$ cat src/rtl/debounce_pkg.sv
// Shared constants and helpers for the push-button debouncer family.
package debounce_pkg;

   // Depth of the per-channel input synchroniser.
   localparam int SYNC_STAGES = 2;

   // Width needed to hold a count of 0..ticks inclusive.
   function automatic int hold_w(input int ticks);
      return $clog2(ticks + 1);
   endfunction

endpackage

$ cat src/rtl/debounce_channel.sv
// One debounced input: polarity fix, 2-FF synchroniser, saturating stability
// counter, hold (long-press) counter and registered event pulses.
module debounce_channel
   import debounce_pkg::*;
#(
   parameter int CNT_W      = 4,
   parameter bit POL_LOW    = 1'b1,
   parameter int HOLD_TICKS = 1000
) (
   input  logic clk,
   input  logic rst_n,
   input  logic sample_en,
   input  logic raw_i,
   output logic state_o,
   output logic press_o,
   output logic release_o,
   output logic long_o,
   output logic held_long_o
);

   localparam int               HOLD_W   = hold_w(HOLD_TICKS);
   localparam logic [CNT_W-1:0] CNT_MAX  = {CNT_W{1'b1}};
   localparam logic [CNT_W-1:0] CNT_ONE  = CNT_W'(1);
   localparam logic [HOLD_W-1:0] HOLD_MAX = HOLD_W'(HOLD_TICKS);
   localparam logic [HOLD_W-1:0] HOLD_ONE = HOLD_W'(1);

   logic                   pol_s;
   logic                   idle_s;
   logic [SYNC_STAGES-1:0] sync_r;
   logic [CNT_W-1:0]       cnt_r,   cnt_s;
   logic [HOLD_W-1:0]      hold_r,  hold_s;
   logic                   state_r, state_s;
   logic                   press_r, press_s;
   logic                   rel_r,   rel_s;
   logic                   long_r,  long_s;
   logic                   held_r,  held_s;

   // Internal level is always 1 = active, whatever the pin polarity.
   assign pol_s  = raw_i ^ POL_LOW;
   // Synchronised input agrees with the debounced level: nothing to filter.
   assign idle_s = (sync_r[SYNC_STAGES-1] == state_r);

   // Stability filter: count strobes of disagreement, toggle when the window fills.
   always_comb begin
      cnt_s   = cnt_r;
      state_s = state_r;
      press_s = 1'b0;
      rel_s   = 1'b0;
      if (idle_s) begin
         cnt_s = '0;
      end else if (sample_en) begin
         if (cnt_r == CNT_MAX) begin
            cnt_s   = '0;
            state_s = ~state_r;
            press_s = ~state_r;
            rel_s   = state_r;
         end else begin
            cnt_s = cnt_r + CNT_ONE;
         end
      end else begin
         cnt_s = cnt_r;
      end
   end

   // Hold timer: runs while active, fires the long pulse once, clears on release.
   always_comb begin
      hold_s = hold_r;
      long_s = 1'b0;
      held_s = held_r;
      if (!state_r || rel_s) begin
         hold_s = '0;
         held_s = 1'b0;
      end else if (sample_en && (hold_r != HOLD_MAX)) begin
         hold_s = hold_r + HOLD_ONE;
         if (hold_r == (HOLD_MAX - HOLD_ONE)) begin
            long_s = 1'b1;
            held_s = 1'b1;
         end else begin
            long_s = 1'b0;
         end
      end else begin
         hold_s = hold_r;
      end
   end

   // State, counters and all outputs registered; reset aborts any progress.
   always_ff @(posedge clk or negedge rst_n) begin
      if (!rst_n) begin
         sync_r  <= '0;
         cnt_r   <= '0;
         hold_r  <= '0;
         state_r <= 1'b0;
         press_r <= 1'b0;
         rel_r   <= 1'b0;
         long_r  <= 1'b0;
         held_r  <= 1'b0;
      end else begin
         sync_r  <= {sync_r[SYNC_STAGES-2:0], pol_s};
         cnt_r   <= cnt_s;
         hold_r  <= hold_s;
         state_r <= state_s;
         press_r <= press_s;
         rel_r   <= rel_s;
         long_r  <= long_s;
         held_r  <= held_s;
      end
   end

   assign state_o     = state_r;
   assign press_o     = press_r;
   assign release_o   = rel_r;
   assign long_o      = long_r;
   assign held_long_o = held_r;

endmodule

$ cat src/rtl/multi_debouncer.sv
// N independent debounced button/switch channels sharing one sample strobe.
module multi_debouncer
   import debounce_pkg::*;
#(
   parameter int                  CHANNELS   = 4,
   parameter int                  CNT_W      = 4,
   parameter logic [CHANNELS-1:0] ACTIVE_LOW = {CHANNELS{1'b1}},
   parameter int                  HOLD_TICKS = 1000
) (
   input  logic                clk,
   input  logic                rst_n,
   input  logic                sample_en,
   input  logic [CHANNELS-1:0] raw_i,
   output logic [CHANNELS-1:0] state_o,
   output logic [CHANNELS-1:0] press_o,
   output logic [CHANNELS-1:0] release_o,
   output logic [CHANNELS-1:0] long_o,
   output logic [CHANNELS-1:0] held_long_o
);

   for (genvar i = 0; i < CHANNELS; i++) begin : g_ch
      debounce_channel #(
         .CNT_W      (CNT_W),
         .POL_LOW    (ACTIVE_LOW[i]),
         .HOLD_TICKS (HOLD_TICKS)
      ) u_ch (
         .clk         (clk),
         .rst_n       (rst_n),
         .sample_en   (sample_en),
         .raw_i       (raw_i[i]),
         .state_o     (state_o[i]),
         .press_o     (press_o[i]),
         .release_o   (release_o[i]),
         .long_o      (long_o[i]),
         .held_long_o (held_long_o[i])
      );
   end

endmodule

$ cat config.mk
export PLATFORM = sky130hd
export DESIGN_NAME = multi_debouncer
export DESIGN_NICKNAME = d
export VERILOG_FILES = /design/src/rtl/debounce_pkg.sv /design/src/rtl/debounce_channel.sv /design/src/rtl/multi_debouncer.sv
export SDC_FILE = /design/constraint.sdc
export NUM_CORES = 1
export LEC_CHECK = 0
export BUFFER_PORTS_ARGS = -buffer_cell sky130_fd_sc_hd__buf_4
export CAP_MARGIN = 30
export CELL_PAD_IN_SITES_DETAIL_PLACEMENT = 1
export CELL_PAD_IN_SITES_GLOBAL_PLACEMENT = 1
export CORE_UTILIZATION = 52
export DETAILED_ROUTE_END_ITERATION = 16
export PLACE_DENSITY_LB_ADDON = 0.1
export SYNTH_ARGS = -nofsm -noshare
export SYNTH_HDL_FRONTEND = slang
export SYNTH_SLANG_ARGS = --single-unit
$ cat constraint.sdc
create_clock -name clk -period 3 [get_ports clk]
set_input_delay 0.3 -clock clk [delete_from_list [all_inputs] [get_ports clk]]
set_output_delay 0.3 -clock clk [all_outputs]
set_load 0.02 [all_outputs]
### Yosys cells after proc, flatten, opt, wreduce, memory -nomap -nowiden

Index checks and enable logic that the tools add are counted.

| operators by class | value |
|---|---|
| mux-type cells | 68 |
| bitwise gates (word level) | 12 |
| eq/ne operators | 16 |
| reductions and logical operators | 32 |
| $add $sub $neg | 8 |

Operators by type and width:

| operator | count |
|---|---|
| 10-bit two-way mux | 8 |
| 1-bit two-way mux | 48 |
| 4-bit two-way mux | 12 |
| 10-bit by 1-bit adder with 10-bit output (second input constant) | 4 |
| 10-bit == test (second input constant) | 4 |
| 10-bit != test (second input constant) | 4 |
| 2-bit nonzero test | 12 |
| 4-bit by 1-bit adder with 4-bit output (second input constant) | 4 |
| 4-bit == test (second input constant) | 4 |
| 1-bit inverter | 12 |
| 3-bit AND reduction | 4 |
| 2-bit AND reduction | 4 |
| 1-bit == test | 4 |
| 1-bit logical AND | 4 |
| 1-bit logical NOT | 4 |
| 1-bit logical OR | 4 |

| word-level totals | value |
|---|---|
| register bits after elaboration | 84 |
| output and inout bits | 20 |
| input bits | 7 |
| word-level logic and storage cells | 168 |

### Depth between registers and ports, before layout

Gate-level depths: netlist (run 1).

| logic depth | value |
|---|---|
| word-level depth | 7 |
| mapped depth | 6 |
| gate-level depth less buffers | 6 |

### Modules after synthesis

Synthesis (run 1) repeated with hierarchy kept, for this count alone.

| second synthesis, totals | value |
|---|---|
| cell total of the unflattened synthesis | 372 |
| area total of the unflattened synthesis | 3963.8 um^2 |

Modules (own cells, without submodules):

| module | area an instance (um^2) | cells an instance | seq. area each (um^2) | times used |
|---|---|---|---|---|
| debounce_channel | 991.0 | 93 | 525.5 | 4 |

### Worst setup path after synthesis (run 1)

Ideal clock, no wire load.

| timing path | value |
|---|---|
| path type | flip-flop to flip-flop |
| start point | register g_ch[3].u_ch.cnt_r[0] |
| end point | register g_ch[3].u_ch.hold_r[0] |
| arrival | 1.275 ns |
| cell stages (with the launch flop) | 6 |
| setup time | 0.121 ns |
| clock period less this slack | 1.396 ns |
| data required time | 2.879 ns |
| buffers on the path | 1 |
| slack | 1.604 ns |
| cell sequence | dfrtp_1 -> ha_1 -> nand4_1 -> o21ai_0 -> buf_2 -> nor2_1 |

| on the way | value |
|---|---|
| longest elaborated chain between the ends | 6 |
| elaborated cells between the ends (all ways) | 7 |
| those cells by class | 1 x eq/ne; 4 x mux; 2 x reduce/logical |

RTL lines:

| what | RTL line | source |
|---|---|---|
| start, declared | debounce_channel.sv:30 | `logic [CNT_W-1:0] cnt_r, cnt_s;` |
| start signal, assigned | debounce_channel.sv:99 | `cnt_r <= cnt_s;` |
| 4-bit == test * | debounce_channel.sv:52 | `if (cnt_r == CNT_MAX) begin` |
| 1-bit two-way mux * | debounce_channel.sv:52 |  |
| 1-bit two-way mux * | debounce_channel.sv:51 | `end else if (sample_en) begin` |
| 1-bit two-way mux * | debounce_channel.sv:49 | `if (idle_s) begin` |
| 1-bit logical OR * | debounce_channel.sv:70 | `if (!state_r \|\| rel_s) begin` |
| 10-bit two-way mux or 2-bit nonzero test (tied branches) | - |  |
| end signal, assigned | debounce_channel.sv:100 | `hold_r <= hold_s;` |
| end, declared | debounce_channel.sv:31 | `logic [HOLD_W-1:0] hold_r, hold_s;` |

Every way passes the cells marked *; elsewhere a longest branch is shown, timed or not.
A chain may end at the register's enable or synchronous reset.

### Worst setup path in the final report (run 1)

| timing path | value |
|---|---|
| start point | register g_ch[0].u_ch.cnt_r[0] |
| end point | register g_ch[0].u_ch.held_r |

| on the way | value |
|---|---|
| longest elaborated chain between the ends | 7 |
| elaborated cells between the ends (all ways) | 9 |
| those cells by class | 1 x eq/ne; 4 x mux; 4 x reduce/logical |

RTL lines:

| what | RTL line | source |
|---|---|---|
| start, declared | debounce_channel.sv:30 |  |
| start signal, assigned | debounce_channel.sv:99 |  |
| 4-bit == test * | debounce_channel.sv:52 |  |
| 1-bit two-way mux * | debounce_channel.sv:52 |  |
| 1-bit two-way mux * | debounce_channel.sv:51 |  |
| 1-bit two-way mux * | debounce_channel.sv:49 |  |
| 1-bit logical OR * | debounce_channel.sv:70 |  |
| 2-bit nonzero test (no source line) | - |  |
| 2-bit AND reduction (no source line) | - |  |
| end signal, assigned | debounce_channel.sv:105 | `held_r <= held_s;` |
| end, declared | debounce_channel.sv:36 | `logic held_r, held_s;` |

Marks and branches as above.

==> flow_metrics.env, run 1 <==
export IMPL_r2r_end="g_ch[0].u_ch.held_long_o"
export IMPL_finish_instance_area_sq_um=4520
export IMPL_track_usage_pct=20.9
export IMPL_grt_max_degree=50
export IMPL_dr_pass1_iters=4
export IMPL_finalHoldViolCount=0
export IMPL_synth_top_area_share_pct=51.0
export IMPL_p_per_area_nw_per_um2=471
export IMPL_wl_per_cell_um=15.1
export IMPL_endpoint="g_ch[0].u_ch.held_long_o"
export IMPL_layout_drive_gt1_share_pct=16.8
export IMPL_arrival_ps=2150
export IMPL_root_buffer="clkbuf_8"
export IMPL_startpoint_type="flip-flop"
export IMPL_synth_edff_count=0
export IMPL_slowest_stage="o31ai_2"
export IMPL_h_tree_depth=3
export IMPL_clkSlewWorstSetupHoldPaths_ps=80
export IMPL_timing_slew_headroom_pct=39.7
export IMPL_cts_buffers=9
export IMPL_peakVddDrop_mv=0.244
export IMPL_clock_sinks=84
export IMPL_total_power_mw=2.13
export IMPL_synth_cells=389
export IMPL_ys_ff_latch=84
export IMPL_async_reset_ff_share_pct=100
export IMPL_yosys_warnings=0
export IMPL_cp_required_ps=3250
export IMPL_wl_um=7660
export IMPL_r2r_slack_ps=1090
export IMPL_num_io_pins=27
export IMPL_syn_to_final_growth_pct=9.56
export IMPL_initial_core_util_pct=53.6
export IMPL_syn_nets=408
export IMPL_cp_max_fo=12
export IMPL_overflow=0
export IMPL_dieArea_sq_um=8290
export IMPL_first_global_vias=2859
export IMPL_setup_violations=0
export IMPL_worstMarginPinSlew_ps=899
export IMPL_run_status="complete, no violations"
export IMPL_die_w_um=91.0
export IMPL_final_util_pct=58.7
export IMPL_avgSynthCellArea_sq_um=10.6
export IMPL_r2r_cells=4
export IMPL_skew_ps=3.69
export IMPL_antenna_left=0
export IMPL_dpl_cell_area_sq_um=4290
export IMPL_routed_via_density=5.46
export IMPL_first_iter_violations=55
export IMPL_diodes=0
export IMPL_drc_errors=0
export IMPL_critPathMaxStageDelay_ps=730
export IMPL_cp_startpoint="g_ch[0].u_ch.cnt_r[0]"
export IMPL_min_period_ps=1910
export IMPL_die_h_um=91.0
export IMPL_dr_total_vias=2762
export IMPL_layout_nets=421
export IMPL_ctsResizeCount=0
export IMPL_cts_tree="done"
export IMPL_port_buffer_count=26
export IMPL_tns_ps=0
export IMPL_synth_area_leader_cell="dfrtp_1"
export IMPL_post_cts_setup_buffers=0
export IMPL_min_period_over_period_pct=63.6
export IMPL_cap_violations=0
export IMPL_fillerInstances=842
export IMPL_gp_congestion=0.744
export IMPL_grt_first_pass_wirelength_um=13600
export IMPL_rows=32
export IMPL_cp_end_kind="flip-flop"
export IMPL_worst_skew_pair_late_latency_ps=350
export IMPL_worstHoldPathType="in -> reg"
export IMPL_crit_type="reg -> reg"
export IMPL_hpwl_um=5250
export IMPL_coreArea_sq_um=7690
export IMPL_syn_area_sq_um=4120
export IMPL_yosys_top_cells_area="dfrtp_1 51%, xnor2_1 4.9%, nor2_1 4.4%"
export IMPL_hold_buffers=1
export IMPL_rr_startpoint="g_ch[0].u_ch.cnt_r[0]"
export IMPL_fmax_mhz=524
export IMPL_yosysSeqAreaShare_pct=51.0
export IMPL_cts_buffer_depth=2
export IMPL_synthDistinctLibCells=32
export IMPL_ys_flop_type="dfrtp_1"
export IMPL_antenna_found_initial=0
export IMPL_final_max_slew_violation_count=0
export IMPL_p_leak_nw=1.94
export IMPL_worstPathCellList="ha_1 > nand3_1 > o31ai_2 > o21ba_2"
export IMPL_rsz0062_at_grt="no"
-- power breakdown --
group	internal, mW	total (mW)	switching [mW]
sequential	1.14	1.16	0.0155
combinational	0.0331	0.0874	0.0543
clock	0.501	0.880	0.379
-- cells by family after synthesis --
kind of cell | count (synthesis) | synth area share (%)
xor+xnor | 36 | 7.65
fa+ha+maj | 12 | 3.64
mux | 12 | 3.04
flops | 84 | 51.0
simple gates | 158 | 19.6
compound gates | 41 | 8.65
buf+inv | 46 | 6.41
-- synthesized netlist by cell type (all sizes together), types with 5 or more instances --
master / number
a21oi: 17
buf: 29
dfrtp: 84
ha: 12
inv: 17
mux2i: 8
nand2: 24
nand3: 15
nand4: 17
nor2: 51
nor3: 24
nor3b: 11
o21ai: 6
o31ai: 5
or3: 5
xnor2: 23
xor2: 13
-- worst min path at each step --
stage                                   to                   start  depth (start not counted)  slack (ps)
finish              g_ch[1].u_ch.sync_r[0]                raw_i[1]                          2          80
global route        g_ch[0].u_ch.sync_r[0]                raw_i[0]                          2          60
CTS                 g_ch[0].u_ch.sync_r[0]                raw_i[0]                          2          60
detailed placement  g_ch[1].u_ch.hold_r[7]                   rst_n                          1         290
global placement    g_ch[0].u_ch.sync_r[1]  g_ch[0].u_ch.sync_r[0]                          0         330
floorplan            g_ch[0].u_ch.cnt_r[0]                   rst_n                          0           4
-- flip-flops by register name, summed over array words and instances (netlist names) --
| signal | flops |
|---|---|
| g_ch.u_ch.cnt_r | 16 |
| g_ch.u_ch.held_long_o | 4 |
| g_ch.u_ch.hold_r | 40 |
| g_ch.u_ch.long_o | 4 |
| g_ch.u_ch.press_o | 4 |
| g_ch.u_ch.release_o | 4 |
| g_ch.u_ch.state_o | 4 |
| g_ch.u_ch.sync_r | 8 |
-- final cells by class --
type	instances	area (sq um)	share of cell area, %
clock buffers	11	151	3.35
well taps	102	128	2.83
inverters	17	63.8	1.41
flip-flops and latches	84	2100	46.6
clock inverters	2	60.1	1.33
repair buffers	31	255	5.65
multi-input cells	259	1760	38.9
-- stage by stage --
stage               std cells  hold slack, ps  worst slack, ps
detailed placement        492             293             1090
finish                    506            79.4             1090
global placement          491             334             1200
floorplan                 389            4.41             1600
CTS                       506            61.8             1050
global route              506            63.9              923
-- cells in the final DEF (no fill, tap or decap), types with 13 or more instances in the layout --
master	n
dfrtp_1	84
nor2_1	48
buf_4	29
nand2_1	24
nor3_1	24
xnor2_1	23
inv_1	17
a21oi_1	17
nand3_1	15
nand4_1	13
xor2_1	13
-- routing by layer --
layer	share of wire, %	GRT usage (%)
met5	0	0
met4	1.7	7.94
met3	2.8	4.61
met2	47	33.2
met1	48	28.0
-- worst max-delay path, delay by kind of cell (launching register included) --
family | cells | cell delay [ps]
simple gates | 1 | 130
flops | 1 | 420
compound gates | 2 | 990
fa+ha+maj | 1 | 260
(Power assumes the default switching activity.)
==> run 2: changes to the inputs <==
--- a/config.mk
+++ b/config.mk
@@ -9,7 +9,7 @@
 export CAP_MARGIN = 30
 export CELL_PAD_IN_SITES_DETAIL_PLACEMENT = 1
 export CELL_PAD_IN_SITES_GLOBAL_PLACEMENT = 1
-export CORE_UTILIZATION = 52
+export CORE_UTILIZATION = 43
 export DETAILED_ROUTE_END_ITERATION = 16
 export PLACE_DENSITY_LB_ADDON = 0.1
 export SYNTH_ARGS = -nofsm -noshare
==> constraint.sdc (replaced) <==
create_clock -name clk -period 1.7 [get_ports clk]
set_input_delay 0.17 -clock clk [delete_from_list [all_inputs] [get_ports clk]]
set_output_delay 0.17 -clock clk [all_outputs]
set_load 0.02 [all_outputs]
==> flow_metrics.env, run 2 (synthesis gave the netlist of run 1 again) <==
export IMPL_run_status="complete, no violations"
export IMPL_hpwl_um=5480
export IMPL_layout_nets=430
export IMPL_cts_tree="done"
export IMPL_die_h_um=99.9
export IMPL_port_buffer_count=26
export IMPL_layout_commonest_cell="dfrtp_1"
export IMPL_worstPathCellList="ha_1 > nand3_1 > o31ai_2 > buf_4 > o21ba_2"
export IMPL_routed_via_density=5.18
export IMPL_root_buffer="clkbuf_8"
export IMPL_skew_ps=9.80
export IMPL_largest_register_ffs=40
export IMPL_timing_slew_headroom_pct=71.2
export IMPL_crit_family="flip-flops"
export IMPL_h_tree_depth=3
export IMPL_drc_errors=0
export IMPL_cp_end_kind="flip-flop"
export IMPL_layout_cells_non_filler=542
export IMPL_worstMarginPinSlew_ps=432
export IMPL_cp_required_ps=1950
export IMPL_cap_violations=0
export IMPL_coreArea_sq_um=9280
export IMPL_num_io_pins=27
export IMPL_track_usage_pct=17.0
export IMPL_finalHoldViolCount=0
export IMPL_clkSlewWorstSetupHoldPaths_ps=80
export IMPL_holdPathStages=3
export IMPL_p_per_area_nw_per_um2=772
export IMPL_final_max_slew_violation_count=0
export IMPL_ctsResizeCount=0
export IMPL_post_cts_setup_buffers=0
export IMPL_dr_total_vias=2807
export IMPL_overflow=0
export IMPL_top_regs="g_ch.u_ch.hold_r (40), g_ch.u_ch.cnt_r (16), g_ch.u_ch.sync_r (8)"
export IMPL_layout_common_cells="84 x dfrtp_1, 48 x nor2_1, 32 x buf_4"
export IMPL_p_leak_nw=1.97
export IMPL_min_period_ps=1480
export IMPL_dr_wl_met3_um=230
export IMPL_routedLengthMet1_um=3690
export IMPL_grt_first_pass_wirelength_um=13200
export IMPL_first_global_vias=2836
export IMPL_rows=35
export IMPL_placed_cells=524
export IMPL_diodes=0
export IMPL_dieArea_sq_um=9980
export IMPL_rsz0062_at_grt="no"
export IMPL_startpoint_type="flip-flop"
export IMPL_die_w_um=99.9
export IMPL_dr_max_layer_used="met4"
export IMPL_dr_pass1_iters=4
export IMPL_first_iter_violations=93
export IMPL_peakVddDrop_mv=0.488
export IMPL_r2r_cells=5
export IMPL_cp_max_fo=12
export IMPL_syn_to_final_growth_pct=11.9
export IMPL_wl_per_cell_um=14.2
export IMPL_arrival_ps=1730
export IMPL_tns_ps=0
export IMPL_setup_violations=0
export IMPL_initial_core_util_pct=44.4
export IMPL_worst_skew_pair_late_latency_ps=350
export IMPL_min_period_over_period_pct=87.2
export IMPL_wl_um=7710
export IMPL_clock_sinks=84
export IMPL_wl_met2_um=3690
export IMPL_total_power_mw=3.56
export IMPL_gp_congestion=0.772
export IMPL_grt_max_degree=32
export IMPL_crit_type="reg -> reg"
export IMPL_critPathMaxStageDelay_ps=420
export IMPL_fmax_mhz=675
export IMPL_antenna_left=0
export IMPL_regMostFlops="g_ch.u_ch.hold_r"
export IMPL_cts_buffers=9
export IMPL_worstHoldPathType="in -> reg"
export IMPL_layout_drive_gt1_share_pct=17.7
export IMPL_hold_buffers=5
export IMPL_crit_buf_inv=1
export IMPL_worst_path_stages=5
export IMPL_slowest_stage="dfrtp_1"
export IMPL_antenna_found_initial=0
export IMPL_cts_buffer_depth=2
## run 2: path summary, 6_finish.rpt
path / from / end / slack [ps]
max: g_ch[0].u_ch.cnt_r[0] / g_ch[0].u_ch.held_long_o / 220
min: sample_en / g_ch[3].u_ch.long_o / 210
max reg2reg: g_ch[0].u_ch.cnt_r[0] / g_ch[0].u_ch.held_long_o / 220
min reg2reg: g_ch[0].u_ch.sync_r[0] / g_ch[0].u_ch.sync_r[1] / 350
max in group asynchronous: rst_n / g_ch[0].u_ch.hold_r[9] / 880
min in group asynchronous: rst_n / g_ch[2].u_ch.hold_r[8] / 320
## run 2: per-stage QoR
| stage | setup slack [ps] | util, % | area [sq um] | hold WS, ps |
|---|---|---|---|---|
| CTS | 207 | 49.7 | 4610 | 202 |
| detailed placement | 196 | 47.2 | 4380 | 147 |
| finish | 218 | 49.7 | 4610 | 212 |
| global placement | 247 | 47.2 | 4380 | 143 |
| global route | 78.6 | 49.7 | 4610 | 225 |
| floorplan | 304 | - | 4120 | -126 |
## run 2: final cells by class
cell class	instances	area (sq um)
sequential	84	2100
clock inverter	3	40.0
tap	129	161
timing repair buffer	40	350
clock buffer	10	138
multi-input combinational	259	1760
inverter	17	63.8
fill	1036	4670
## run 2: where the power goes
part / switching [mW] / internal [mW]
logic: 0.101 / 0.0730
registers: 0.0265 / 2.02
clock network: 0.649 / 0.689
## run 2: worst register-to-register path, cell delays in order, from the launching register on
cell	delay, ps
dfrtp_1	420
ha_1	230
nand3_1	120
o31ai_2	200
buf_4	230
o21ba_2	180
## run 2: metal layers
layer / global-route usage (%) / vias up
met5: 0 / -
met2: 27.9 / 37
met4: 5.88 / 0
li1: - / 1370
met3: 4.53 / 10
met1: 21.8 / 1390
